### config.mk
export PLATFORM = sky130hd
export DESIGN_NAME = ycocg2rgb_pipe
export DESIGN_NICKNAME = d
export VERILOG_FILES = /design/src/rtl/ycocg2rgb_pipe.sv
export SDC_FILE = /design/constraint.sdc
export NUM_CORES = 1
export LEC_CHECK = 0
export BUFFER_PORTS_ARGS = -buffer_cell sky130_fd_sc_hd__buf_2
export CAP_MARGIN = 20
export CORE_UTILIZATION = 40
export CTS_CLUSTER_DIAMETER = 30
export CTS_CLUSTER_SIZE = 16
export DETAILED_ROUTE_END_ITERATION = 10
export PLACE_DENSITY_LB_ADDON = 0.08
export SYNTH_ARGS = -nofsm -noshare
export SYNTH_HDL_FRONTEND = slang
export SYNTH_SLANG_ARGS = --single-unit
### constraint.sdc
create_clock -name clk -period 7.1 [get_ports clk]
set_clock_uncertainty 0.2 [all_clocks]
set_input_delay 1.42 -clock clk [delete_from_list [all_inputs] [get_ports clk]]
set_output_delay 1.42 -clock clk [all_outputs]
set_load 0.005 [all_outputs]
### src/rtl/ycocg2rgb_pipe.sv
`timescale 1ns/1ps
// ---------------------------------------------------------------------------
// ycocg2rgb_pipe
//
// Two-stage pipelined inverse colour-space converter for the decoder output
// path. Each beat carries NUM_PX pixels. Stage 1 performs the YCoCg-R lifting
// inverse (or passes RGB straight through); stage 2 clips every component to
// the beat's bit depth and registers the result as the output beat. A
// saturating counter accumulates the number of clipped components seen on
// output transfers.
//
// Ports:
//   clk, rst_n          clock, synchronous active-low reset
//   in_valid/in_ready   input handshake (in_ready is combinational)
//   in_bpc              bit depth code: 0=8, 1=10, 2=12, 3=8
//   in_csc_en           1 = YCoCg-R inverse, 0 = RGB bypass
//   in_c0/c1/c2         signed samples, pixel k at [k*IN_W +: IN_W]
//   out_valid/out_ready output handshake, full backpressure
//   out_r/g/b           clipped components, pixel k at [k*MAX_BPC +: MAX_BPC]
//   clr_cnt             synchronous clear of clip_cnt (wins over an add)
//   clip_cnt            saturating count of clipped components
// ---------------------------------------------------------------------------
module ycocg2rgb_pipe #(
    parameter int NUM_PX  = 2,
    parameter int MAX_BPC = 12,
    parameter int IN_W    = MAX_BPC + 2,
    parameter int CNT_W   = 16
) (
    input  logic                      clk,
    input  logic                      rst_n,
    input  logic                      in_valid,
    output logic                      in_ready,
    input  logic [1:0]                in_bpc,
    input  logic                      in_csc_en,
    input  logic [NUM_PX*IN_W-1:0]    in_c0,
    input  logic [NUM_PX*IN_W-1:0]    in_c1,
    input  logic [NUM_PX*IN_W-1:0]    in_c2,
    output logic                      out_valid,
    input  logic                      out_ready,
    output logic [NUM_PX*MAX_BPC-1:0] out_r,
    output logic [NUM_PX*MAX_BPC-1:0] out_g,
    output logic [NUM_PX*MAX_BPC-1:0] out_b,
    input  logic                      clr_cnt,
    output logic [CNT_W-1:0]          clip_cnt
);

    // One extra bit of headroom for the lifting steps.
    localparam int SW  = IN_W + 1;
    localparam int NC  = 3 * NUM_PX;
    localparam int NCW = $clog2(NC + 1);

    logic                  adv1;
    logic                  adv2;
    logic                  s1_valid;
    logic [1:0]            s1_bpc_reg;
    int                    eff_bpc;
    logic signed [SW-1:0]  max_val;
    logic [NC-1:0]         clip_flags;
    logic [NCW-1:0]        nclip_next;
    logic [NCW-1:0]        nclip_reg;
    logic [CNT_W-1:0]      clip_cnt_reg;
    logic [CNT_W:0]        cnt_sum;

    // Returns {clipped_flag, clipped_value}.
    function automatic logic [MAX_BPC:0] clip_comp(
        input logic signed [SW-1:0] v,
        input logic signed [SW-1:0] mx
    );
        if (v[SW-1])
            clip_comp = {1'b1, {MAX_BPC{1'b0}}};
        else if (v > mx)
            clip_comp = {1'b1, mx[MAX_BPC-1:0]};
        else
            clip_comp = {1'b0, v[MAX_BPC-1:0]};
    endfunction

    // A stage may take new data when it is empty or the stage after it is
    // moving; this chains backpressure all the way to in_ready.
    assign adv2     = !out_valid || out_ready;
    assign adv1     = !s1_valid || adv2;
    assign in_ready = adv1;

    always_ff @(posedge clk) begin
        if (!rst_n) begin
            s1_valid   <= 1'b0;
            s1_bpc_reg <= 2'd0;
        end else if (adv1) begin
            s1_valid   <= in_valid;
            s1_bpc_reg <= in_bpc;
        end
    end

    // Depth travels with the beat, so the clip limit is derived from the
    // stage-1 copy rather than the live input.
    always_comb begin
        case (s1_bpc_reg)
            2'd1:    eff_bpc = 10;
            2'd2:    eff_bpc = 12;
            default: eff_bpc = 8;
        endcase
        if (eff_bpc > MAX_BPC)
            eff_bpc = MAX_BPC;
        max_val = SW'((1 << eff_bpc) - 1);
    end

    genvar gi;
    generate
        for (gi = 0; gi < NUM_PX; gi++) begin : g_px
            logic signed [SW-1:0] c0_ext;
            logic signed [SW-1:0] c1_ext;
            logic signed [SW-1:0] c2_ext;
            logic signed [SW-1:0] tmp;
            logic signed [SW-1:0] csc_r;
            logic signed [SW-1:0] csc_g;
            logic signed [SW-1:0] csc_b;
            logic signed [SW-1:0] r_reg;
            logic signed [SW-1:0] g_reg;
            logic signed [SW-1:0] b_reg;
            logic [MAX_BPC:0]     r_clip;
            logic [MAX_BPC:0]     g_clip;
            logic [MAX_BPC:0]     b_clip;
            logic [MAX_BPC-1:0]   r_out_reg;
            logic [MAX_BPC-1:0]   g_out_reg;
            logic [MAX_BPC-1:0]   b_out_reg;

            assign c0_ext = {in_c0[gi*IN_W + IN_W - 1], in_c0[gi*IN_W +: IN_W]};
            assign c1_ext = {in_c1[gi*IN_W + IN_W - 1], in_c1[gi*IN_W +: IN_W]};
            assign c2_ext = {in_c2[gi*IN_W + IN_W - 1], in_c2[gi*IN_W +: IN_W]};

            // YCoCg-R lifting inverse: c0=Y, c1=Co, c2=Cg.
            assign tmp   = c0_ext - (c2_ext >>> 1);
            assign csc_g = c2_ext + tmp;
            assign csc_b = tmp - (c1_ext >>> 1);
            assign csc_r = csc_b + c1_ext;

            always_ff @(posedge clk) begin
                if (!rst_n) begin
                    r_reg <= '0;
                    g_reg <= '0;
                    b_reg <= '0;
                end else if (adv1) begin
                    r_reg <= in_csc_en ? csc_r : c0_ext;
                    g_reg <= in_csc_en ? csc_g : c1_ext;
                    b_reg <= in_csc_en ? csc_b : c2_ext;
                end
            end

            assign r_clip = clip_comp(r_reg, max_val);
            assign g_clip = clip_comp(g_reg, max_val);
            assign b_clip = clip_comp(b_reg, max_val);

            always_ff @(posedge clk) begin
                if (!rst_n) begin
                    r_out_reg <= '0;
                    g_out_reg <= '0;
                    b_out_reg <= '0;
                end else if (adv2) begin
                    r_out_reg <= r_clip[MAX_BPC-1:0];
                    g_out_reg <= g_clip[MAX_BPC-1:0];
                    b_out_reg <= b_clip[MAX_BPC-1:0];
                end
            end

            assign clip_flags[gi*3 +: 3] = {b_clip[MAX_BPC], g_clip[MAX_BPC], r_clip[MAX_BPC]};

            assign out_r[gi*MAX_BPC +: MAX_BPC] = r_out_reg;
            assign out_g[gi*MAX_BPC +: MAX_BPC] = g_out_reg;
            assign out_b[gi*MAX_BPC +: MAX_BPC] = b_out_reg;
        end
    endgenerate

    always_comb begin
        nclip_next = '0;
        for (int i = 0; i < NC; i++)
            nclip_next = nclip_next + NCW'(clip_flags[i]);
    end

    // The beat's clip count rides in stage 2 and is only added to the
    // counter when the beat actually leaves.
    always_ff @(posedge clk) begin
        if (!rst_n) begin
            out_valid <= 1'b0;
            nclip_reg <= '0;
        end else if (adv2) begin
            out_valid <= s1_valid;
            nclip_reg <= nclip_next;
        end
    end

    assign cnt_sum = {1'b0, clip_cnt_reg} + (CNT_W+1)'(nclip_reg);

    always_ff @(posedge clk) begin
        if (!rst_n)
            clip_cnt_reg <= '0;
        else if (clr_cnt)
            clip_cnt_reg <= '0;
        else if (out_valid && out_ready)
            clip_cnt_reg <= cnt_sum[CNT_W] ? {CNT_W{1'b1}} : cnt_sum[CNT_W-1:0];
    end

    assign clip_cnt = clip_cnt_reg;

endmodule

==> results of run 1 <==
[layout make-up]
cell class | count | area (µm²) | area share [%]
Timing Repair Buffer | 187 | 953 | 6.22
Clock buffer | 21 | 470 | 3.07
Inverter | 90 | 342 | 2.23
Sequential cell | 185 | 3700 | 24.2
Clock inverter | 10 | 143 | 0.930
Tap cell | 442 | 553 | 3.61
Multi-Input combinational cell | 1342 | 9170 | 59.8
[cells in the mapped netlist (6+ instances only)]
| library cell | count | area (µm²) |
|---|---|---|
| a211o_1 | 6 | 52.6 |
| a211oi_1 | 47 | 353 |
| a21o_1 | 38 | 285 |
| a21oi_1 | 155 | 776 |
| a22o_1 | 6 | 52.6 |
| a31o_2 | 6 | 52.6 |
| a31oi_1 | 10 | 62.6 |
| and2_1 | 7 | 43.8 |
| and3_1 | 6 | 37.5 |
| clkbuf_1 | 65 | 244 |
| dfxtp_1 | 185 | 3700 |
| fa_1 | 12 | 240 |
| ha_1 | 153 | 1910 |
| inv_1 | 89 | 334 |
| mux2_2 | 6 | 67.6 |
| mux2i_1 | 53 | 531 |
| nand2_1 | 167 | 627 |
| nand2b_1 | 12 | 75.1 |
| nand3_1 | 29 | 145 |
| nand4_1 | 19 | 119 |
| nor2_1 | 167 | 627 |
| nor2b_1 | 23 | 144 |
| nor3_1 | 22 | 110 |
| o211ai_1 | 31 | 233 |
| o21a_1 | 22 | 165 |
| o21ai_0 | 118 | 591 |
| o21bai_1 | 11 | 82.6 |
| o22ai_1 | 6 | 37.5 |
| o31a_1 | 8 | 70.1 |
| or2_2 | 7 | 43.8 |
| or3_1 | 37 | 231 |
| xnor2_1 | 67 | 587 |
| xor2_1 | 36 | 315 |
[report_power, final]
group          internal [mW]  total, mW  switching [mW]  leakage (nW)
Clock                  0.582      0.991           0.409         0.299
Sequential              1.27       1.46           0.186          1.53
Combinational           1.07       2.40            1.33          5.26
[layer usage]
metal	track usage (%)	wire length, µm	vias to the layer above
met2	33.3	16000	318
met1	36.7	21700	5625
li1	-	-	6301
met5	0	0	-
met3	2.76	2320	16
met4	4.07	251	0
[worst paths after layout]
check	from	endpoint	slack (ns)
worst max register to register	s1_bpc_reg[0]	nclip_reg[1]	2.05
worst min register to register	g_px[0].b_out_reg[1]	g_px[0].b_out_reg[1]	0.23
worst max-delay path	in_c2[2]	g_px[0].r_reg[14]	1.22
worst min-delay path	g_px[0].b_out_reg[1]	g_px[0].b_out_reg[1]	0.23
[logic make-up (layout without fill, tap and decap cells)]
group / after synthesis / count (layout) / synth area share (%)
mux: 59 / 59 / 4.44
compound gates: 504 / 504 / 23.6
buf+inv: 163 / 308 / 4.57
simple gates: 511 / 511 / 17.3
flops: 185 / 185 / 27.5
fa+ha+maj: 165 / 165 / 16.0
xor+xnor: 103 / 103 / 6.70
[worst min-delay path: stages, from the launching register on]
cell	delay [ns]
dfxtp_1	0.31
nand2_1	0.05
nand2_1	0.04
[metrics by stage]
stage	hold slack, ns	std cells
floorplan	0.232	1690
global placement	0.220	2246
detailed placement	0.226	2246
CTS	0.236	2277
global route	0.254	2277
finish	0.234	2277
==> impl_results.md, run 1 <==
- WP data required: 7.22 ns
- Crit Path Class: input port to register
- Die ar.: 34400 µm²
- CP endpoint kind: register
- Average wire per standard cell: 17.7 µm
- Final worst slack: 1.22 ns
- Clock Pin Slew Worst Setup and Hold Paths: 0.07 ns
- # diodes: 0
- Post-cts resize count: 0
- Fraction of layout cells with a size suffix above 1: 13.4%
- Post-Synthesis Cells: 1690
- Final Util: 46.6%
- Cells along the critical path: buf_2 > inv_1 > ha_1 > nor2b_1 > o21ai_0 > a21boi_0 > o21ai_0 > nand2_1 > o21a_1 > xor2_1 > ha_1 > nor3_1 > or4b_1 > a21o_1 > xnor2_1 > ha_1 > a21oi_1 > o21ai_0 > a21o_1 > a21o_1 > a31oi_1 > xnor2_1 > o22ai_1
- Final Max Slew Viols: 0
- Area Overhead vs Synth: 13.8%
- Final Hold Fails: 0
- Design area: 15300 µm²
- Syn Area/Cell: 7.97 µm²
- Placed inst area: 14700 µm²
- Max VDD drop: 0.170 mV
- Main flop type after synthesis: dfxtp_1
- Post-CTS Setup Inserts: 0
- Setup crit start kind: input port
- Die W: 186 µm
- Num ports: 182
- Hold Path Class: register to register
- FF-to-FF path depth: 17
- Nets: 2080
- Initial cell density of the core: 41.0%
- # fillers: 3406
- Final setup fails: 0
- Routed Antenna Nets: 0
- Period utilization: 82.8%
- Status: completed
- Vias per cell: 5.38
- Commonest non-fill, non-tap cells in the layout: dfxtp_1, buf_2, nand2_1
- Critical Path AT: 6.00 ns
- Pre-CTS setup slack: 0.799 ns
- Netlist cell types: 63
- Tot Pwr: 4.85 mW
- 1st-iter DRT viols: 820
- Final HPWL DP: 31.9 mm
- Core box area: 32900 µm²
- CTS sink cnt: 185
- Crit path buffers/inverters: 2
- Max Freq: 170 MHz
- Number of hold buffers added after cts: 0
- Port Buffers: 181
- Vias in the first global route: 11417
- Tmin final: 5.88 ns
- Worst-skew pair later-pin latency: 0.43 ns
- Commonest non-fill, non-tap cell in the layout: dfxtp_1
- H-tree level count: 4
- Total gr overflow: 0
- Row count: 66
- Sequential share of the synthesized area: 27.5%
- Max-Cap Viols: 0
- Number of synthesized register bits: 185
- Critical-path top delay cell: or4b_1
- Drt first pass iters: 7
- Setup_tns: 0 ns
- CP max FO: 4
- Total track usage: 23.2%
- Worst slew pin tran: 1.08 ns
- Yosys warns: 0
- DIE HEIGHT: 186 µm
- Post-Syn Nets: 1947
- CTS Buf Count: 17
- CTS max path bufs: 2
- DRC violations left: 0
- Largest net degree at the start of global routing: 95
- Gpl congestion: 0.841
- Unrepaired setup endpoints after global routing: no
- Critical path depth: 23
- Via count: 12260
- LEAKAGE: 7.10 nW
- Async S/R FF share, synth: 0%
- Hold path cells: 2
- Slew HR: 28.3%
- Post-Route WL: 40.2 mm
- EDFF count, synth: 0
- Clock root buffer: clkbuf_16
- Cell family with most CP delay: compound AO/OA/AOI/OAI gates
- Initial antenna violation count: 1
- Pwr dens: 316 nW/µm²
- CTS tree: yes
- Synthesized area: 13500 µm²
- Crit-path max cell delay: 0.47 ns
- Global-route wire length before repair: 62.1 mm
Power figures use the tool's default switching activity.
==> inputs of run 2 (changes only) <==
--- a/config.mk
+++ b/config.mk
@@ -5,6 +5,7 @@
 export SDC_FILE = /design/constraint.sdc
 export NUM_CORES = 1
 export LEC_CHECK = 0
+export ABC_AREA = 1
 export BUFFER_PORTS_ARGS = -buffer_cell sky130_fd_sc_hd__buf_2
 export CAP_MARGIN = 20
 export CORE_UTILIZATION = 40
==> constraint.sdc (replaced) <==
create_clock -name clk -period 5.7 [get_ports clk]
set_clock_uncertainty 0.2 [all_clocks]
set_input_delay 1.14 -clock clk [delete_from_list [all_inputs] [get_ports clk]]
set_output_delay 1.14 -clock clk [all_outputs]
set_load 0.005 [all_outputs]
==> run 2 against run 1 <==
Cell area up 12%. Area after synthesis up 13%. Core utilization down 1.0 points. Sequential power up 19%. Critical path type unchanged. Global-route usage up 4.2 points. Sequential share of layout area down 2.5 points. Non-clock buffer count up 10. Setup slack worse by 0.75 ns. Cell count up 32%. Hold slack better by 0.026 ns. Combinational power up 39%. First-iteration DRC count up 49%.
==> impl_results.md, run 2 <==
- Die W: 197 µm (+6.1%)
- Main flop type after synthesis: dfxtp_1
- WP data required: 5.88 ns (-1.34 ns)
- Largest net degree at the start of global routing: 140 (+47%)
- Max Freq: 191 MHz
- Post-CTS Setup Inserts: 0 (unchanged)
- CTS tree: yes
- LEAKAGE: 8.54 nW (+20%)
- Async S/R FF share, synth: 0% (unchanged)
- Top Metal Used: met4
- Number of hold buffers added after cts: 0 (unchanged)
- Area Overhead vs Synth: 12.6%
- Top post-synthesis cells by area: dfxtp_1, nand2_1, ha_1, a21oi_1, inv_1
- Vias in the first global route: 14464 (+27%)
- Top post-synthesis cells by count: nand2_1, inv_1, a21oi_1, dfxtp_1, o21ai_0
- Total track usage: 27.4% (+4.2 points)
- Met3 wire len: 3.01 mm (+30%)
- Worst slew pin tran: 1.00 ns (-0.0738 ns)
- Clock root buffer: clkbuf_16
- Synth area leader: dfxtp_1
- FF-to-FF path depth: 15 (-2)
- Nets: 2731 (+31%)
- CP max FO: 4 (unchanged)
- Hold path cells: 2 (unchanged)
- Average wire per standard cell: 17.7 µm (+0.14%)
- Worst hold start: g_px[1].b_out_reg[0]
- Detailed-routing wirelength on met1: 28.2 mm (+30%)
- Setup crit start kind: input port
- Clock Pin Slew Worst Setup and Hold Paths: 0.07 ns (about the same)
- Post-Place Cells: 2966 (+32%)
- Placed inst area: 16500 µm² (+12%)
- Final setup fails: 0 (unchanged)
- Commonest non-fill, non-tap cells in the layout: nand2_1, inv_1, a21oi_1
- Row count: 71 (+7.6%)
- Initial antenna violation count: 1 (unchanged)
- Slew HR: 33.2% (+4.9 points)
- Setup crit start: in_c2[1]
- DIE HEIGHT: 197 µm (+6.1%)
- FF-to-FF Start: s1_bpc_reg[0]
- Post-Route WL: 53.0 mm (+32%)
- 1st-iter DRT viols: 1218 (+49%)
- Tmin final: 5.23 ns
- Vias per cell: 5.25 (-2.6%)
- Cell with the most instances after synthesis: nand2_1
- Design area: 17100 µm² (+12%)
- Post-synth top area share: 24.4% (-3.1 points)
- Final HPWL DP: 43.1 mm (+35%)
- Unrepaired setup endpoints after global routing: no
- Crit Path Class: input port to register
- Register area: 3700 µm² (unchanged)
- CTS sink cnt: 185 (unchanged)
- Post-cts resize count: 0 (unchanged)
- Sequential share of the synthesized area: 24.4% (-3.1 points)
- Post-Synthesis Cells: 2334 (+38%)
- Number of synthesized register bits: 185 (unchanged)
- Max VDD drop: 0.220 mV (+29%)
- Final Max Slew Viols: 0 (unchanged)
- CP endpoint kind: register
- Total gr overflow: 0 (unchanged)
- Status: completed
- Syn Area/Cell: 6.51 µm² (-18%)
- DRC violations left: 0 (unchanged)
- Die ar.: 38800 µm² (+13%)
- Port Buffers: 181 (unchanged)
- Initial cell density of the core: 40.5% (-0.48 points)
- Routed Antenna Nets: 0 (unchanged)
- CTS max path bufs: 2 (unchanged)
- Worst-skew pair later-pin latency: 0.46 ns (+0.03 ns)
- Final Hold Fails: 0 (unchanged)
- H-tree level count: 4 (unchanged)
- Critical Path AT: 5.41 ns (-0.59 ns)
- Drt first pass iters: 7 (unchanged)
- Yosys warns: 0 (unchanged)
- Gpl congestion: 0.915 (+8.8%)
- Num ports: 182 (unchanged)
- Post-Syn Nets: 2591 (+33%)
- Netlist cell types: 51 (-19%)
- Global-route wire length before repair: 82.1 mm (+32%)
- Synthesized area: 15200 µm² (+13%)
- Fraction of layout cells with a size suffix above 1: 11.4% (-2.0 points)
- Multi-input combinational cell area: 9940 µm² (+8.4%)
- Core box area: 37500 µm² (+14%)
- Setup_tns: 0 ns (unchanged)
- EDFF count, synth: 0 (unchanged)
- Hold Path Class: register to register
- Final instance count without filler cells: 2998 (+32%)
- Pwr dens: 366 nW/µm² (+16%)
- Via count: 15725 (+28%)
- Period utilization: 91.7%
- # fillers: 4060 (+19%)
- CTS Buf Count: 17 (unchanged)
- Commonest non-fill, non-tap cell in the layout: nand2_1
- Max-Cap Viols: 0 (unchanged)
- Met2 WL: 21.3 mm (+33%)
==> run 2: changes by cell type in the layout (fill, tap and decap cells not counted), sizes merged, moves of 23 or more <==
cell    delta
o21ai     +61
nor2b     -23
mux2i     -53
nand3    +145
or3       -37
xnor2     -32
a211oi    -41
nand2    +430
a21oi     +91
a21o      -30
a31oi     +38
nor2      -43
inv      +233
==> run 2: power breakdown <==
part           switching, mW  leakage, nW  internal (mW)  total (mW)
Combinational           2.12         6.73           1.22        3.34
Clock                  0.517        0.277          0.664        1.18
Sequential             0.197         1.53           1.54        1.74
Total                   2.83         8.54           3.42        6.25
==> run 2: path summary, 6_finish.rpt <==
kind | to | slack [ns]
setup / recovery | g_px[0].r_reg[13] | 0.47
hold / removal | g_px[1].b_out_reg[0] | 0.26
setup reg to reg | nclip_reg[1] | 1.19
hold reg to reg | g_px[1].b_out_reg[0] | 0.26
==> run 2: metal layers <==
metal	vias to the layer above	track usage, %
met5	-	0
met4	0	5.17
met3	31	4.16
met2	419	39.1
met1	7249	42.7
li1	8026	-
==> run 2: kinds of logic after synthesis <==
logic type | Yosys count | synth area share [%]
buffers and inverters | 401 | 10.3
AO/OA/AOI/OAI | 531 | 19.0
XOR/XNOR | 70 | 4.09
adder cells (fa/ha/maj) | 165 | 14.2
flip-flops | 185 | 24.4
AND/OR/NAND/NOR | 982 | 28.1
==> run 2: final cells by class <==
cell class | instances | area share (%)
antenna | 1 | 0.0146
clock buffer | 23 | 2.74
clock inverter | 8 | 0.563
inverter | 325 | 7.14
multi-input combinational | 1748 | 58.1
sequential | 185 | 21.7
tap | 511 | 3.74
timing repair buffer | 197 | 6.07
==> run 2: critical path: stages <==
cell and delay, ns:
buf_2 0.14, ha_1 0.23, fa_1 0.42, inv_1 0.11, nand2_1 0.07, nand3_2 0.09
a21oi_1 0.09, o21ai_0 0.30, xor2_1 0.33, ha_1 0.33, nand2_1 0.13, nor2_1 0.06
nor2_1 0.09, nand3_1 0.12, or2_2 0.31, and2_1 0.16, ha_1 0.32, inv_1 0.06
nor3_1 0.32, nand3_1 0.22, nand3b_1 0.14, nand3_1 0.07, a21oi_1 0.16
==> run 2: per-stage QoR <==
step	util (%)	setup WS [ns]	total power [mW]	hold WS, ns
5_1_grt	45.6	0.156	6.80	0.281
3_5_place_dp	44.1	0.0651	5.04	0.252
6_report	45.6	0.472	6.25	0.260
2_1_floorplan	-	0.921	4.07	0.259
3_3_place_gp	44.1	0.0786	5.03	0.251
4_1_cts	45.6	0.526	6.24	0.263
